`src/rtl/hazard_unit_np.sv`:
```
// N-stage pipeline hazard control: per-stage stall/flush, PC enable and next-PC select,
// plus a trap/halt sequencer that drains in-flight data-memory accesses before redirecting.
module hazard_unit_np #(
  parameter int NUM_STAGES    = 3,
  parameter int MEM_STAGE     = NUM_STAGES - 1,
  parameter int RESOLVE_STAGE = NUM_STAGES - 1,
  parameter int COUNT_W       = 32
) (
  input  logic                  CLK,
  input  logic                  nRST,
  input  logic                  i_ram_busy,
  input  logic                  iren,
  input  logic                  d_ram_busy,
  input  logic                  dren,
  input  logic                  dwen,
  input  logic                  mispredict,
  input  logic                  jump,
  input  logic                  ex_excptn,
  input  logic                  interrupt,
  input  logic                  ret,
  input  logic                  halt,
  input  logic [NUM_STAGES-1:0] stage_valid,
  output logic                  pc_en,
  output logic [1:0]            npc_sel,
  output logic [NUM_STAGES-1:0] stall,
  output logic [NUM_STAGES-1:0] flush,
  output logic                  insert_pc,
  output logic                  pipeline_finish,
  output logic [COUNT_W-1:0]    stall_cnt,
  output logic [COUNT_W-1:0]    redirect_cnt
);

  function automatic logic [NUM_STAGES-1:0] low_mask(input int hi);
    logic [NUM_STAGES-1:0] m;
    m = '0;
    for (int i = 0; i < NUM_STAGES; i++) m[i] = (i <= hi);
    return m;
  endfunction

  localparam logic [NUM_STAGES-1:0] ALL_ONES  = '1;
  localparam logic [NUM_STAGES-1:0] MEM_MASK  = low_mask(MEM_STAGE);
  localparam logic [NUM_STAGES-1:0] BELOW_MEM = low_mask(MEM_STAGE - 1);
  localparam logic [NUM_STAGES-1:0] ABOVE_MEM = ~low_mask(MEM_STAGE);
  localparam logic [NUM_STAGES-1:0] RES_MASK  = low_mask(RESOLVE_STAGE);
  localparam logic [NUM_STAGES-1:0] BELOW_RES = low_mask(RESOLVE_STAGE - 1);
  localparam logic [NUM_STAGES-1:0] ABOVE_RES = ~low_mask(RESOLVE_STAGE);
  localparam logic [NUM_STAGES-1:0] STAGE0    = low_mask(0);
  localparam logic [NUM_STAGES-1:0] STAGE1    = low_mask(1) & ~low_mask(0);
  localparam logic [NUM_STAGES-1:0] HD_STALL  = low_mask(MEM_STAGE) & ~low_mask(0);
  localparam bit                    RES_BEHIND_MEM = (RESOLVE_STAGE <= MEM_STAGE);

  typedef enum logic [2:0] {
    S_RUN        = 3'd0,
    S_DRAIN      = 3'd1,
    S_TRAP       = 3'd2,
    S_HALT_DRAIN = 3'd3,
    S_HALTED     = 3'd4
  } state_t;

  state_t state, next_state;
  logic   trap_seen;
  logic   dmem_wait, imem_wait, trap_req, branch, halt_clear;
  logic   stall_inc, redirect_inc;
  logic   unused_top_valid;

  // Memory handshake: a request completes on a cycle where it is asserted and its busy
  // is low; busy never cancels a request, it only holds the requesting stage.
  assign dmem_wait        = d_ram_busy & (dren | dwen);
  assign imem_wait        = i_ram_busy & iren;
  assign trap_req         = ex_excptn | interrupt;
  assign branch           = mispredict | jump;
  assign halt_clear       = (stage_valid[NUM_STAGES-2:0] == '0) && !dmem_wait;
  assign unused_top_valid = stage_valid[NUM_STAGES-1];

  always_ff @(posedge CLK) begin
    if (!nRST) begin
      state     <= S_RUN;
      trap_seen <= 1'b0;
    end else begin
      state     <= next_state;
      trap_seen <= (state == S_TRAP);
    end
  end

  always_comb begin
    next_state = state;
    case (state)
      S_RUN: begin
        if (trap_req)                   next_state = dmem_wait ? S_DRAIN : S_TRAP;
        else if (!ret && !branch && halt) next_state = S_HALT_DRAIN;
      end
      S_DRAIN:      if (!d_ram_busy) next_state = S_TRAP;
      S_TRAP:       if (!i_ram_busy) next_state = S_RUN;
      S_HALT_DRAIN: if (halt_clear)  next_state = S_HALTED;
      S_HALTED:     next_state = S_HALTED;
      default:      next_state = S_RUN;
    endcase
  end

  always_comb begin
    pc_en           = 1'b0;
    npc_sel         = 2'b00;
    stall           = '0;
    flush           = '0;
    insert_pc       = 1'b0;
    pipeline_finish = 1'b0;
    redirect_inc    = 1'b0;
    if (!nRST) begin
      flush = ALL_ONES;
    end else begin
      case (state)
        S_RUN: begin
          if (trap_req) begin
            if (dmem_wait) begin
              stall = MEM_MASK;
              flush = ABOVE_MEM;
            end else begin
              flush = BELOW_MEM;
            end
          end else if (ret) begin
            if (dmem_wait) begin
              stall = MEM_MASK;
              flush = ABOVE_MEM;
            end else if (i_ram_busy) begin
              npc_sel = 2'b11;
              stall   = MEM_MASK;
              flush   = ABOVE_MEM;
            end else begin
              npc_sel      = 2'b11;
              flush        = ALL_ONES;
              pc_en        = 1'b1;
              redirect_inc = 1'b1;
            end
          end else if (branch) begin
            if (dmem_wait && RES_BEHIND_MEM) begin
              stall = MEM_MASK;
              flush = ABOVE_MEM;
            end else if (i_ram_busy) begin
              npc_sel = 2'b01;
              stall   = RES_MASK;
              flush   = ABOVE_RES;
            end else begin
              npc_sel      = 2'b01;
              flush        = BELOW_RES;
              pc_en        = 1'b1;
              redirect_inc = 1'b1;
            end
          end else if (halt) begin
            flush = STAGE0;
            stall = dmem_wait ? HD_STALL : '0;
          end else if (dmem_wait) begin
            stall = MEM_MASK;
            flush = ABOVE_MEM;
          end else if (imem_wait) begin
            stall = STAGE0;
            flush = STAGE1;
          end else begin
            pc_en = 1'b1;
          end
        end
        S_DRAIN: begin
          stall = MEM_MASK;
          flush = ABOVE_MEM;
        end
        S_TRAP: begin
          npc_sel      = 2'b10;
          flush        = ALL_ONES;
          pc_en        = !i_ram_busy;
          insert_pc    = !trap_seen;
          redirect_inc = !trap_seen;
        end
        // Older instructions keep flowing so the halt can retire behind them.
        S_HALT_DRAIN: begin
          flush = STAGE0;
          stall = dmem_wait ? HD_STALL : '0;
        end
        S_HALTED: begin
          stall           = ALL_ONES;
          pipeline_finish = 1'b1;
        end
        default: flush = ALL_ONES;
      endcase
    end
    stall_inc = nRST && (state == S_RUN) && !pc_en;
  end

  always_ff @(posedge CLK) begin
    if (!nRST) begin
      stall_cnt    <= '0;
      redirect_cnt <= '0;
    end else begin
      if (stall_inc && (stall_cnt != {COUNT_W{1'b1}}))
        stall_cnt <= stall_cnt + COUNT_W'(1);
      if (redirect_inc && (redirect_cnt != {COUNT_W{1'b1}}))
        redirect_cnt <= redirect_cnt + COUNT_W'(1);
    end
  end

endmodule

```
`config.mk`:
```
export PLATFORM = sky130hd
export DESIGN_NAME = hazard_unit_np
export DESIGN_NICKNAME = d
export VERILOG_FILES = /design/src/rtl/hazard_unit_np.sv
export SDC_FILE = /design/constraint.sdc
export NUM_CORES = 1
export LEC_CHECK = 0
export BUFFER_PORTS_ARGS = -buffer_cell sky130_fd_sc_hd__clkbuf_2
export CAP_MARGIN = 0
export CORE_ASPECT_RATIO = 0.8
export CORE_MARGIN = 2
export CORE_UTILIZATION = 53
export CTS_CLUSTER_DIAMETER = 200
export DETAILED_ROUTE_END_ITERATION = 8
export PLACE_DENSITY = 0.9
export SETUP_SLACK_MARGIN = 0.4
export SLEW_MARGIN = 20
export SYNTH_ARGS = -nofsm -noshare
export SYNTH_HDL_FRONTEND = slang
export SYNTH_SLANG_ARGS = --single-unit
```
`constraint.sdc`:
```
create_clock -name CLK -period 2.5 [get_ports CLK]
set_input_delay 0.25 -clock CLK [delete_from_list [all_inputs] [get_ports CLK]]
set_output_delay 0.25 -clock CLK [all_outputs]
set_load 0.05 [all_outputs]
```
# Yosys cells after proc, flatten, opt, wreduce, memory -nomap -nowiden
# Cells that the tools add are included.
# classes
addsub	2
n_eq_ne	10
mux	58
bitwise_logic	5
reduce_logical	17
# ops
operator	count
32-bit by 1-bit adder with 32-bit output (second input constant)	2
32-bit inequality test (second input constant)	2
3-bit two-way mux	21
2-bit two-way mux	11
1-bit two-way mux	20
3-bit one-hot mux with 3 select lines	2
3-bit one-hot mux with 5 select lines	1
1-bit logical AND	7
3-bit by 2-bit equality test with 1-bit output (second input constant)	2
1-bit logical NOT	6
2-bit inequality test (second input constant)	3
1-bit one-hot mux with 2 select lines	2
2-bit one-hot mux with 2 select lines	1
4-bit AND reduction	1
3-bit by 1-bit equality test with 1-bit output (second input constant)	1
3-bit equality test (second input constant)	1
3-bit logical NOT	1
3-bit inequality test (second input constant)	1
1-bit bitwise OR	3
1-bit AND	2
2-bit logical NOT	1
2-bit OR reduction	1
# word_totals
ff_bits	68
input_bits	16
word_cells	96

# Logic depth before layout (Yosys ltp)
# logic_depth
depth_word	12
depth_mapped	9
ltp_nobuf	7

# Worst setup path after synthesis
# No wires, ideal clock.
# synth_path
path_type	register to output
start	register state[2]
end	output port stall[2]
arrival_time_ns	2.670
required_time_ns	2.250
path_slack_ns	-0.420
path_stages_with_launch	7
path_buffers	2
cell_sequence	dfxtp_1 -> buf_6 -> or2_2 -> nor3_1 -> nand3_1 -> a21boi_0 -> buf_4
# synth_between
elab_chain_len	4
word_cells_on_any_way	7
classes_between	3 x eq/ne; 2 x mux; 2 x reduce/logical
# synth_lines
item	line_no	text
start, declared	60	state_t state, next_state;
start signal, assigned	80	state <= next_state;
3-bit equality test or 3-bit by 1-bit equality test with 1-bit output (tied branches)	111	case (state)
2-bit OR reduction (no line)	-	
3-bit one-hot mux with 3 select lines (*)	111	
3-bit two-way mux (*)	108	if (!nRST) begin
end, declared	25	output logic [NUM_STAGES-1:0] stall,
# Every way passes the cells marked *; elsewhere a longest branch is shown, timed or not.

# Final worst setup path
# layout_path
start	register stall_cnt[5]
end	register stall_cnt[10]
# layout_between
elab_chain_len	2
word_cells_on_any_way	3
classes_between	1 x add/sub; 1 x eq/ne; 1 x reduce/logical
# layout_lines
item	line_no	text
start, declared	29	output logic [COUNT_W-1:0] stall_cnt,
start signal, assigned	193	stall_cnt <= stall_cnt + COUNT_W'(1);
branches (longest 2 deep; another with 32-bit by 1-bit adder with 32-bit output)	-	
# Several ways; the timed one is not identified.
# A chain may end at the register's enable or synchronous reset.

==> key figures <==
Timing
  – Hold slack: about 0.34 ns
  – Max Slew Vio Count: 0
  – Actual slew at the worst max-slew pin: roughly 0.55 ns
  – Clock Skew: about 0.013 ns
  – Worst slew margin: 0.6346
  – Final Hold Fails: 0
  – TNS Setup: 0 ns
  – Final period utilization: 0.8215
  – Minimum clock period after layout: 2.054 ns
  – Fmax: between 0.4 and 0.5 GHz
  – RSZ-0062 raised after global routing: yes
  – Final setup fails: 0

Clocking
  – Hold buffers post-CTS: 0
  – Num CTS Buffers: 9
  – Clk_lat worst skew: roughly 0.35 ns
  – Reg clk slew, reported paths: about 0.080 ns
  – H-tree Lvls: 3
  – CTS sink cnt: 68
  – CTS max path bufs: 2
  – Root Driver: clkbuf_8
  – CTS tree: built

Critical path
  – Max FO, Critical Path: 7
  – Worst EP required: about 2.7 ns
  – R2R cell count: 7
  – Register-to-register setup slack: ~0.45 ns
  – Critical Path AT: 2.26 ns
  – Critical R2R Capture: stall_cnt[10]$_SDFFE_PN0P_
  – Crit start category: flop
  – Delay of the slowest critical-path stage: approximately 0.36 ns
  – CP endpoint: stall_cnt[10]$_SDFFE_PN0P_
  – Reg2reg start: stall_cnt[5]$_SDFFE_PN0P_
  – Setup Crit Path Kind: flop to flop
  – Crit path launch: stall_cnt[5]$_SDFFE_PN0P_
  – Crit-path cells: and4_1 -> and4_1 -> and3_2 -> buf_4 -> nor4_1 -> xnor2_1 -> nor2_1
  – Slowest cell on crit path: nor4_1
  – Cell mode on critical path: and4_1
  – CP Capture Type: flop

Detailed routing
  – Via count: about 3600
  – # DRC: 0
  – Initial DRC count: between 150 and 200
  – Vias/cell: ~5.6
  – WL/cell: around 15 µm
  – Final ANT Viol Nets: 0
  – Initial DRT Pass Iterations: 5
  – WL final: ~9500 µm

Die
  – Die Y: between 70 and 80 µm
  – Die W: 96.32 µm
  – Initial core utilization: 0.5554
  – Core Region: approximately 6500 µm²
  – Core Rows: 26
  – I/O pin count: 91
  – Die footprint: ~7500 µm²

GRT
  – Largest net degree at the start of global routing: 52
  – First-pass GRT wire length: between 15000 and 20000 µm
  – Vias in the first global route: about 3400
  – Total GRT Usage: 0.2574
  – GRT Residual Overflow: 0
  – Initial antenna violation count: 0

Placed design
  – RePlAce Congestion: around 0.94
  – HPWL Detailed: roughly 6600 µm
  – Port buffer count: 89

Flow run
  – MaxCap Viol Count: 0

Hold path
  – Hold path startpoint: nRST
  – Worst Hold Class: input port to flop

Cells and area
  – Synth-to-Final Area Change: 29.43%
  – Antenna diodes: 0
  – Layout cells sized above 1: 0.3628
  – Final Util: 0.7188
  – Final #Nets: between 500 and 600

Synth
  – Synth area leaders: dfxtp_1 (38%), xnor2_1 (7.5%), nor2_1 (6.5%)
  – Asr flop ratio synth: 0
  – Synth warnings: 0
  – Largest area contributor in the netlist: dfxtp_1
  – Avg Synthesized Cell Area: roughly 7.9 µm²
  – Post-synthesis sequential area ratio: 0.3767
  – Synth unique cells: 49
  – Synth Register Bits: 68
  – Cells after Synth: between 400 and 500
  – Ys flop type: dfxtp_1
  – Share of the synthesized area in the top cell type: 0.3767
  – Post-synth EDFFs: 0
  – Post-Syn Area: between 3000 and 4000 µm²
  – Syn_nets: 473

Power
  – Pwr dens: about 550 nW/µm²
  – Leakage power: roughly 0.0018 µW
  – Worst VDD drop: between 0.2 and 0.3 mV

Outcome
  – Outcome: complete, no violations
cell usage after synthesis (2+ instances only):
library cell / count
nand4_1: 17
nor2_1: 63
buf_2: 2
xnor2_1: 31
ha_1: 2
dfxtp_1: 68
nand2b_1: 5
xor2_1: 18
o21ai_0: 11
inv_1: 5
nor4_1: 12
o31ai_1: 2
or3_1: 5
nor3b_1: 3
nor3_1: 23
nand3_1: 39
a21oi_1: 14
o21bai_1: 2
a31oi_1: 2
clkbuf_1: 15
and4_1: 9
nand2_1: 48
mux2i_1: 7
o211ai_1: 4
nor2b_1: 3
and3_1: 10
or2_2: 3
and2_1: 11
timing repair:
item	4_1_cts	5_1_grt
pin swaps	3	3
gates cloned	0	0
gates resized for setup	13	15
setup buffers	2	1
endpoints found under the setup margin	22	48
final cells by class:
cell class / count / area, µm²
tap: 84 / 105.1
multi-input combinational: 361 / 2281
timing repair buffer: 114 / 644.4
clock inverter: 5 / 52.55
sequential: 68 / 1440
fill: 506 / 1829
inverter: 6 / 22.52
clock buffer: 11 / 131.4
logic make-up after synthesis:
kind of cell	synth area share
muxes	0.01939
buffers and inverters	0.03082
DFF	0.3767
and+or+nand+nor	0.3767
AOI/OAI and AO/OA	0.07064
xor gates and xnor gates	0.1188
adders and majority gates	0.006924
per-layer routing:
metal  track usage  routed length [µm]
met1        0.3303                4279
met2        0.4069                4389
met3       0.07864                 666
met4       0.09155                 179
met5             0                   0
worst max-delay path: cells and delay by family, from the launching register on:
| kind | cells | cell delay, ns |
|---|---|---|
| DFF | 1 | 0.35 |
| buffers and inverters | 1 | 0.17 |
| and+or+nand+nor | 5 | 1.22 |
| xor gates and xnor gates | 1 | 0.17 |
layout by cell type, fill, tap and decap left out, types with 4 or more instances in the layout:
cell,netlist,routed
clkbuf_2,0,86
nor2_1,63,61
nand2_1,48,48
dfxtp_2,0,39
nand3_1,39,37
xnor2_1,31,31
buf_4,1,24
dfxtp_1,68,21
xor2_1,18,18
nor3_1,23,18
nand4_1,17,17
a21oi_1,14,13
o21ai_0,11,10
and2_1,11,10
and3_1,10,9
and4_1,9,9
clkbuf_8,0,9
dfxtp_4,0,8
nor4_1,12,7
mux2i_1,7,7
or3_1,5,5
nand2b_1,5,5
inv_1,5,5
o211ai_1,4,4
nor4_4,1,4
sequential cells by signal, indices dropped and copies added, names as in the netlist:
register / flops
state: 3
stall_cnt: 32
trap_seen: 1
redirect_cnt: 32
through the flow:
step / power (µW) / instances / instance area, µm² / setup slack, ns
after detailed placement: 1675 / 630 / 4364 / 0.1502
final: 2584 / 649 / 4677 / 0.4463
after global placement: 1659 / 630 / 4364 / 0.1742
after CTS: 2568 / 648 / 4609 / 0.3774
after global routing: 2684 / 649 / 4677 / 0.3548
after floorplan: 1532 / 455 / 3746 / 0.3228
worst min path at each step:
| stage | end | cells after the start |
|---|---|---|
| after floorplan | trap_seen$_SDFF_PN0_ | 1 |
| after global placement | stall_cnt[5]$_SDFFE_PN0P_ | 1 |
| after detailed placement | stall_cnt[5]$_SDFFE_PN0P_ | 1 |
| after CTS | redirect_cnt[21]$_SDFFE_PN0P_ | 3 |
| after global routing | redirect_cnt[6]$_SDFFE_PN0P_ | 4 |
| final | redirect_cnt[7]$_SDFFE_PN0P_ | 3 |
where the power goes:
group	leakage, µW	switching (µW)	internal [µW]
registers	0.000574	38.0	1100
logic	0.00116	383	187
clock network	0.0000931	418	456
Power figures use the tool's default switching activity.
